**src/rtl/ram8x16.sv**
```systemverilog
`default_nettype none
// +--------------------------------------------------------------------------+
// | ram8x16 : 8-word x 16-bit register RAM, synchronous write, async read    |
// | Revision: 1.0                                                            |
// +--------------------------------------------------------------------------+
module ram8x16 (
  input  logic        clk,
  input  logic        rst_n,
  input  logic [15:0] in,
  input  logic        load,
  input  logic [2:0]  address,
  output logic [15:0] out
);

  localparam int c_DEPTH = 8;

  logic [c_DEPTH-1:0] w_load;
  logic [15:0]        w_word [c_DEPTH];

  // One-hot demux of the write enable; all-zero when load is low.
  always_comb begin
    w_load = '0;
    if (load) begin
      w_load = 8'b0000_0001 << address;
    end
  end

  generate
    for (genvar g = 0; g < c_DEPTH; g++) begin : g_word
      logic [15:0] r_q;

      always_ff @(posedge clk or negedge rst_n) begin
        if (!rst_n) begin
          r_q <= '0;
        end else if (w_load[g]) begin
          r_q <= in;
        end
      end

      assign w_word[g] = r_q;
    end
  endgenerate

  assign out = w_word[address];

endmodule
`default_nettype wire

```
**config.mk**
```make
export PLATFORM = sky130hd
export DESIGN_NAME = ram8x16
export DESIGN_NICKNAME = d
export VERILOG_FILES = /design/src/rtl/ram8x16.sv
export SDC_FILE = /design/constraint.sdc
export NUM_CORES = 1
export LEC_CHECK = 0
export ABC_AREA = 1
export CORE_MARGIN = 2
export CORE_UTILIZATION = 60
export CTS_BUF_LIST = sky130_fd_sc_hd__clkbuf_8
export CTS_CLUSTER_SIZE = 14
export DETAILED_ROUTE_END_ITERATION = 10
export DONT_BUFFER_PORTS = 1
export GPL_TIMING_DRIVEN = 0
export PLACE_DENSITY_LB_ADDON = 0.05
export SETUP_SLACK_MARGIN = 0.5
export SLEW_MARGIN = 20
export SYNTH_ARGS = -nofsm -noshare
export SYNTH_HDL_FRONTEND = slang
export SYNTH_SLANG_ARGS = --single-unit
```
**constraint.sdc**
```tcl
create_clock -name clk -period 0.86 [get_ports clk]
set_input_delay 0.086 -clock clk [delete_from_list [all_inputs] [get_ports clk]]
set_output_delay 0.086 -clock clk [all_outputs]
set_load 0.01 [all_outputs]
```
==> results of run 1 <==
[power groups by stage]
stage          clock [mW]  combinational [mW]  sequential, mW
6_report             4.99                3.50            7.82
5_1_grt              5.31                3.94            7.94
4_1_cts              5.02                3.01            7.77
3_5_place_dp            0                2.67            7.88
3_3_place_gp            0                2.56            7.80
2_1_floorplan           0                2.10            7.71
[cell type report]
class | count | share of cell area (%)
Buffer | 48 | 5.78
Clock buffer | 20 | 3.77
Clock inverter | 12 | 1.41
Inverter | 37 | 2.02
Multi-Input combinational cell | 605 | 36.8
Sequential cell | 128 | 43.9
Tap cell | 133 | 2.28
Timing Repair Buffer | 28 | 4.03
[cells by family (layout without fill, tap and decap cells)]
family	count (synthesis)	after routing
AO/OA/AOI/OAI	128	128
buffers and inverters	85	145
flip-flops	128	128
AND/OR/NAND/NOR	477	477
[path summary, 6_finish.rpt]
check	cells past startpoint	from	endpoint
max	6	g_word[7].r_q[3]$_DFFE_PN0P_	out[3]
max reg2reg	4	g_word[6].r_q[2]$_DFFE_PN0P_	g_word[6].r_q[2]$_DFFE_PN0P_
min reg2reg	2	g_word[1].r_q[6]$_DFFE_PN0P_	g_word[1].r_q[6]$_DFFE_PN0P_
min in group clk	2	in[14]	g_word[7].r_q[14]$_DFFE_PN0P_
max in group asynchronous	0	rst_n	g_word[6].r_q[1]$_DFFE_PN0P_
min	0	rst_n	g_word[2].r_q[14]$_DFFE_PN0P_
[layer usage]
layer  track usage, %  routed length [um]
met4             18.0                 592
met2             52.0                8300
met3             7.21                1350
met1             44.0                7110
met5                0                   0
[cell usage in the layout (no fill, tap or decap), drive strengths merged]
cell	netlist	final
clkinvlp	0	1
clkbuf	17	37
nand3	1	1
bufinv	0	2
nor2	4	4
inv	37	42
dfrtp	128	128
nor3	1	1
o21ai	128	128
nand2	471	471
buf	31	59
clkinv	0	4
[synthesized netlist by cell type]
cell type,number
dfrtp_1,128
nor2_2,1
clkbuf_1,17
inv_1,36
buf_4,1
nand3_1,1
nand2_1,471
o21ai_0,128
inv_2,1
nor3_2,1
buf_2,25
buf_1,5
nor2_1,3
[what timing repair did]
item,in CTS,in global routing
hold endpoints to repair,256,239
pin swaps,147,50
resized for setup,136,60
setup buffers,13,14
gates cloned,0,1
setup endpoints to repair,144,144
==> results.txt, run 1 <==
----------------------------------------------------
[Status]
  Status ... finished with violations
  Violated checks ... hold timing, setup timing

[Pwr]
  Sequential share of power ... 47.9%
  Net switching share of the total power ... 30.1%
  Final Power ... 16.3 mW
  Clock group share of total power ... 30.6%
  Fraction of power consumed by combinational cells ... 21.5%
  Sw power ... 4.91 mW
  Power density relative to cell area ... 2240 nW/um2
  Peak supply drop ... 1.50 mV
  Leak pwr ... 3.89 nW
  Internal power summed over all cells ... 11.4 mW

[STA]
  Period Utilization, post-route ... 163%
  Final setup skew ... 0 ns
  Sum of negative setup slack ... -8.04 ns
  Number of max-slew violations in the final report ... 0
  Final number of hold-violating endpoints ... 256
  Minimum clock period ... 1.41 ns
  Number of setup violations in the final report ... 17
  Unrepaired setup endpoints after global routing ... true
  Achievable frequency ... 0.711 GHz
  Slew Limit Headroom ... 64.2%
  Slew @ Worst Pin ... 0.537 ns
  Post-route setup slack ... -0.546 ns
  Post-route worst hold slack ... -0.689 ns

[Final layout]
  Area of all placed cells without fillers ... 7290 um2
  Util after Layout ... 75.0%
  Fill cell count ... 785
  Biggest register ... g_word.r_q
  Diodes inserted ... 0
  Largest registers ranked by flip-flop count ... g_word.r_q x128
  Footprint of the flip-flops and latches ... 3200 um2
  Number of flip-flops in the largest register ... 128
  Count of non-filler cells in the finished layout ... 1011
  Final Net Count ... 887
  Multi-input combinational cell area ... 2680 um2
  Layout Area Growth over Synthesis ... 21.6%
  Share of final-layout standard cells stronger than drive strength 1 ... 20.6%

[Placed design]
  DP Wirelength ... 11.4 mm
  Count of input and output buffers ... 0
  Weighted congestion at the end of routability-driven global placement ... 0.883
  Minimum setup slack after placement ... -0.333 ns
  Placed standard-cell area ... 6460 um2
  Count of placed standard cells including taps ... 951

[Synth]
  Post-synthesis cell count ... 818
  Number of distinct standard cells referenced by the synthesized netlist ... 13
  Area share of fa/ha/maj cells after synthesis ... 0%
  Average instance area after synthesis ... 7.33 um2
  Register area share after synthesis ... 53.4%
  Area fraction in compound gates after synthesis ... 10.7%
  Main combinational cell family by area after synthesis ... simple AND/OR/NAND/NOR gates
  Synth Register Bits ... 128
  Netlist Area Pre-Place ... 6000 um2
  Share of synthesized cell area in and, or, nand and nor gates ... 30.0%
  Top cell type's share of synthesized area ... 53.4%
  Ys Warns ... 0
  Synth Area in XOR/XNOR ... 0%
  Multiplexer share of the synthesized area ... 0%
  Biggest area contributors in the synthesized netlist ... dfrtp_1 53%, nand2_1 29%, o21ai_0 11%
  Library cell occupying the most area in the post-synthesis netlist ... dfrtp_1
  Number of nets produced by synthesis ... 840

[Drt]
  Average via count per standard cell ... 5.52
  Average detailed-routed wire length per instance ... 17.2 um
  DRC violation count after routing ... 0
  Detailed router's first-iteration violation count ... 418
  Count of TritonRoute iterations in the first routing pass ... 5
  Via Count ... 5582
  Antenna-violating nets left ... 0
  Detailed Route WL ... 17.4 mm

[Worst setup path]
  Worst Path Buf+Inv ... 0
  Crit start category ... flip-flop
  Capturing element type of the critical path ... output pin
  Highest fanout seen on the critical path ... 2
  Series of cell instances along the critical path ... nand2_1 > nand2_1 > nand2_1 > nand2_2 > nand2_2 > nand2_2
  Critical Path Max Stage Delay ... 0.37 ns
  Required time at the endpoint of the critical path ... 0.77 ns
  Crit path max-delay family ... simple AND/OR/NAND/NOR gates
  Cell with the biggest individual delay on the critical path ... dfrtp_1
  CP arrival ... 1.32 ns
  Type of the worst setup path ... reg -> out
  R2R Setup Slk ... 0 ns

[GRT]
  Number of antenna violations at the first check in global routing ... 0
  Number of global-route vias before repair ... 5346
  Maximum number of pins on one net before global-route repair ... 129
  Remaining Overflow, GRT ... 0
  Global-route wire length before repair ... 27.5 mm
  Total routing usage reported by global routing ... 33.4%

[Floorplan]
  Rows ... 36
  Boundary pin count ... 38
  Die footprint ... 10800 um2
  Horizontal extent of the die ... 104 um
  Initial core utilization ... 61.7%
  Floorplan core area ... 9730 um2
  Die boundary height ... 104 um

[Clock network]
  Cts bufs inserted ... 17
  Clock root buffer master ... clkbuf_8
  Clock insertion delay at the later pin of the skew report ... 0.46 ns
  H-tree depth ... 4
  TritonCTS Sinks ... 128
  TritonCTS clock tree ... built
  Clock input transition at the sequential cells of the worst setup and hold paths ... 0.07 ns
  Buffer depth of the longest clock path ... 2

[Min path]
  HP Class ... in -> async

[Flow run]
  Max Cap Viol ... 0

----------------------------------------------------
Power figures use the tool's default switching activity.
==> inputs of run 2 (changes only) <==
CORE_MARGIN = default   (was 2)
CORE_UTILIZATION = 57   (was 60)
CTS_BUF_LIST = sky130_fd_sc_hd__clkbuf_4 sky130_fd_sc_hd__clkbuf_8 sky130_fd_sc_hd__clkbuf_16   (was sky130_fd_sc_hd__clkbuf_8)
==> results.txt, run 2 (synthesis gave the netlist of run 1 again) <==
----------------------------------------------------
[STA]
  Period Utilization, post-route ... 169% (was 163%)
  Minimum clock period ... 1.46 ns (was 1.41 ns)
  Post-route worst hold slack ... -0.760 ns (was -0.689 ns)
  Slew Limit Headroom ... 64.5% (was 64.2%)
  Number of max-slew violations in the final report ... 0 (unchanged)
  Number of setup violations in the final report ... 16 (was 17)
  Final setup skew ... 0 ns (unchanged)
  Final number of hold-violating endpoints ... 145 (was 256)
  Slew @ Worst Pin ... 0.533 ns (was 0.537 ns)
  Achievable frequency ... 0.686 GHz (was 0.711 GHz)
  Post-route setup slack ... -0.598 ns (was -0.546 ns)
  Unrepaired setup endpoints after global routing ... true (unchanged)

[Placed design]
  DP Wirelength ... 11.3 mm (was 11.4 mm)
  Weighted congestion at the end of routability-driven global placement ... 0.883 (unchanged)
  Count of placed standard cells including taps ... 954 (was 951)
  Count of input and output buffers ... 0 (unchanged)

[Final layout]
  Largest registers ranked by flip-flop count ... g_word.r_q x128 (unchanged)
  Fill cell count ... 819 (was 785)
  Number of flip-flops in the largest register ... 128 (unchanged)
  Biggest register ... g_word.r_q (unchanged)
  Count of non-filler cells in the finished layout ... 1016 (was 1011)
  Most frequent standard cell in the layout excluding fill and tap cells ... nand2_1 (unchanged)
  Layout Area Growth over Synthesis ... 24.3% (was 21.6%)
  Util after Layout ... 72.6% (was 75.0%)
  Final Net Count ... 889 (was 887)
  Diodes inserted ... 0 (unchanged)
  Share of final-layout standard cells stronger than drive strength 1 ... 18.3% (was 20.6%)
  Commonest cells after routing, fill and taps aside ... 433 x nand2_1, 128 x dfrtp_1, 117 x o21ai_1 (was 422 x nand2_1, 128 x dfrtp_1, 113 x o21ai_1)

[Drt]
  DRC violation count after routing ... 0 (unchanged)
  Average detailed-routed wire length per instance ... 16.6 um (was 17.2 um)
  Via Count ... 5456 (was 5582)
  Detailed Route WL ... 16.9 mm (was 17.4 mm)
  Count of TritonRoute iterations in the first routing pass ... 5 (unchanged)
  Average via count per standard cell ... 5.37 (was 5.52)
  Detailed router's first-iteration violation count ... 543 (was 418)
  Antenna-violating nets left ... 0 (unchanged)

[Pwr]
  Leak pwr ... 3.91 nW (was 3.89 nW)
  Final Power ... 18.3 mW (was 16.3 mW)
  Power density relative to cell area ... 2450 nW/um2 (was 2240 nW/um2)
  Peak supply drop ... 1.60 mV (was 1.50 mV)

[Floorplan]
  Die boundary height ... 105 um (was 104 um)
  Boundary pin count ... 38 (unchanged)
  Initial core utilization ... 58.4% (was 61.7%)
  Rows ... 37 (was 36)
  Floorplan core area ... 10300 um2 (was 9730 um2)
  Horizontal extent of the die ... 105 um (was 104 um)
  Die footprint ... 10900 um2 (was 10800 um2)

[GRT]
  Global-route wire length before repair ... 27.2 mm (was 27.5 mm)
  Number of global-route vias before repair ... 5290 (was 5346)
  Remaining Overflow, GRT ... 0 (unchanged)
  Maximum number of pins on one net before global-route repair ... 129 (unchanged)
  Total routing usage reported by global routing ... 32.8% (was 33.4%)
  Number of antenna violations at the first check in global routing ... 0 (unchanged)

[Worst setup path]
  Capturing element type of the critical path ... output pin (unchanged)
  Highest fanout seen on the critical path ... 2 (unchanged)
  CP arrival ... 1.37 ns (was 1.32 ns)
  Crit start category ... flip-flop (unchanged)
  Required time at the endpoint of the critical path ... 0.77 ns (about the same)
  Type of the worst setup path ... reg -> out (unchanged)

[Clock network]
  Clock insertion delay at the later pin of the skew report ... 0.53 ns (was 0.46 ns)
  Hold buffer count at CTS ... 16
  Clock input transition at the sequential cells of the worst setup and hold paths ... 0.06 ns (was 0.07 ns)
  H-tree depth ... 4 (unchanged)
  Buffer depth of the longest clock path ... 2 (unchanged)
  Clock root buffer master ... clkbuf_8 (unchanged)
  TritonCTS Sinks ... 128 (unchanged)
  Cts bufs inserted ... 17 (unchanged)
  TritonCTS clock tree ... built (unchanged)

[Flow run]
  Max Cap Viol ... 0 (unchanged)

[Min path]
  HP Class ... in -> async (unchanged)

[Status]
  Status ... finished with violations (unchanged)
  Violated checks ... hold timing, setup timing (unchanged)

----------------------------------------------------
## run 2: changes by cell type in the layout (fill, tap and decap cells not counted), moves of 8 or more
| cell | before | now |
|---|---|---|
| clkbuf_16 | 0 | 16 |
| nand2_2 | 43 | 35 |
| nand2_1 | 422 | 433 |
| inv_1 | 32 | 23 |
| buf_6 | 34 | 22 |
| dlygate4sd3_1 | 0 | 16 |
| clkbuf_8 | 26 | 7 |
## run 2: repair_timing
item,CTS,global route
pin swaps,141,45
endpoints found under the setup margin,144,144
endpoints found under the hold margin,256,144
resized for setup,122,47
buffers inserted,5,9
## run 2: worst max-delay path, cell delays in order (launching register included)
cell and delay (ns):
dfrtp_1 0.36, nand2_1 0.07, nand2_1 0.07, nand2_1 0.06
nand2_1 0.10, nand2_1 0.07, nand2_2 0.11
## run 2: worst paths after layout
check	cells after the start	end	slack [ns]	start
setup / recovery	6	out[4]	-0.60	g_word[3].r_q[4]$_DFFE_PN0P_
hold / removal	0	g_word[1].r_q[14]$_DFFE_PN0P_	-0.76	rst_n
setup reg to reg	3	g_word[0].r_q[9]$_DFFE_PN0P_	0.11	g_word[0].r_q[9]$_DFFE_PN0P_
hold reg to reg	2	g_word[1].r_q[14]$_DFFE_PN0P_	0.48	g_word[1].r_q[14]$_DFFE_PN0P_
max in group asynchronous	0	g_word[6].r_q[8]$_DFFE_PN0P_	1.44	rst_n
min in group clk	4	g_word[6].r_q[15]$_DFFE_PN0P_	-0.15	address[0]
## run 2: metal layers
metal	up-vias	GRT usage (%)	wire length (um)
met2	207	51.9	8080
met1	2594	44.7	7260
met4	0	12.2	352
met5	-	0	0
li1	2626	-	-
met3	29	6.99	1200
## run 2: layout make-up
type,instances,area [um2],share of cell area [%]
tap,136,170,2.28
clock inverter,14,166,2.23
buffer,48,418,5.60
clock buffer,18,422,5.65
inverter,37,145,1.95
sequential,128,3200,42.9
timing repair buffer,30,308,4.13
multi-input combinational,605,2630,35.2
## run 2: through the flow
| step | instance area, um2 | setup WS, ns | setup TNS [ns] |
|---|---|---|---|
| after floorplan | 6300 | -0.0147 | -0.496 |
| after global placement | 6470 | -0.284 | -21.90 |
| after detailed placement | 6470 | -0.316 | -24.86 |
| after CTS | 7270 | -0.581 | -8.88 |
| after global routing | 7460 | -0.667 | -10.14 |
| final | 7460 | -0.598 | -9.01 |
## run 2: where the power goes
group	switching, mW	total, mW	internal, mW
clock	2.79	7.23	4.44
sequential	0.633	7.80	7.17
combinational	1.91	3.24	1.33
==> patch, RTL diff (flow settings as in run 1) <==
`c_DEPTH`: 8 -> 4.
--- a/src/rtl/ram8x16.sv
+++ b/src/rtl/ram8x16.sv
@@ -12,7 +12,7 @@
   output logic [15:0] out
 );
 
-  localparam int c_DEPTH = 8;
+  localparam int c_DEPTH = 4;
 
   logic [c_DEPTH-1:0] w_load;
   logic [15:0]        w_word [c_DEPTH];
Formal check against the unedited RTL: not equivalent (a bounded check fails within 4 cycles, from zero or initial values and one cycle with rst_n low).
==> patch against run 1 <==
The run still ends with hold timing, setup timing left. Wire length decreased by 51%. Power decreased by 53%. Clock skew unchanged. Die area decreased by 44%. Setup slack improved by 0.29 ns. Final area decreased by 48%. Via count decreased by 47%. Highest routed layer unchanged. Area after synthesis decreased by 46%. Count of clock-buffer cells in the layout decreased by 11. Combinational power decreased by 51%. Hold slack improved by 0.13 ns. Largest cell class unchanged. Sequential cell count decreased by 64. Register-to-register slack improved by 0.04 ns.
==> patch: results (changes against run 1) <==
Final #Nets=491 (-45%); setup slack, reg-to-reg=0.04 ns (+0.04 ns); fraction of area in non-clock buffers=10.01% (+0.20 points); met3 Track Usage GR=5.930% (-1.3 points); status=finished, violations left; critical path launch point=g_word[2].r_q[14]; Filler Cell Count=407 (-48%); failing checks=hold timing, setup timing; Tightest Pin Transition=0.2778 ns (-0.2592 ns); seq_cells=64 (-50%); CP arrival=1.03 ns (-0.29 ns); worst vdd ir=1.325 mV (-12%); final hold vios=128 (-50%); vias in the first global route=2872 (-46%); sum of negative setup slack=-3.381 ns (+4.658 ns); post-DR wirelength/cell=15.82 um (-7.9%); Non-clk bufs=42 (-45%); Seq/total area=41.88% (-2.0 points); total CTS buffers=9 (-8); post-synthesis cell count=439 (-46%); Total GRT Usage=31.32% (-2.1 points); final setup fails=16 (-1); RR Startpoint=g_word[0].r_q[0]; met2 Resource Use GR=48.61% (-3.4 points); hold slack=-0.5605 ns (+0.1284 ns); top cells by count, synth=289 x nand2_1, 64 x dfrtp_1, 48 x nand3_1; CTS H-tree lvls=3 (-1); largest registers=g_word.r_q x64; largest net degree at the start of global routing=65 (-50%); final worst slack=-0.2555 ns (+0.2902 ns); area of the multi-input gates=1565 um^2 (-42%); count of cell types in the netlist=15 (+2)
## patch: cell families (layout without fill, tap and decap cells)
group | after synthesis | in the layout
and+or+nand+nor | 347 | 347
DFF | 64 | 64
buffers and inverters | 28 | 62
## patch: stage by stage
stage / utilization, % / hold slack [ns] / total power [W] / cell area [um^2]
2_1_floorplan: - / -0.2096 / 0.005028 / 3373
3_3_place_gp: 66.91 / -0.2078 / 0.005271 / 3461
3_5_place_dp: 66.91 / -0.2077 / 0.005333 / 3461
4_1_cts: 71.02 / -0.5615 / 0.007396 / 3674
5_1_grt: 73.92 / -0.5707 / 0.008053 / 3824
6_report: 73.92 / -0.5605 / 0.007642 / 3824
## patch: power by group
part | internal [W] | switching [W] | total, W
Combinational | 0.000722 | 0.000978 | 0.00170
Clock | 0.000973 | 0.00109 | 0.00206
Sequential | 0.00358 | 0.000304 | 0.00388
## patch: routing by layer
layer | vias up | wire [um]
li1 | 1409 | -
met4 | 0 | 244
met5 | - | 0
met2 | 120 | 3977
met3 | 28 | 674
met1 | 1399 | 3694
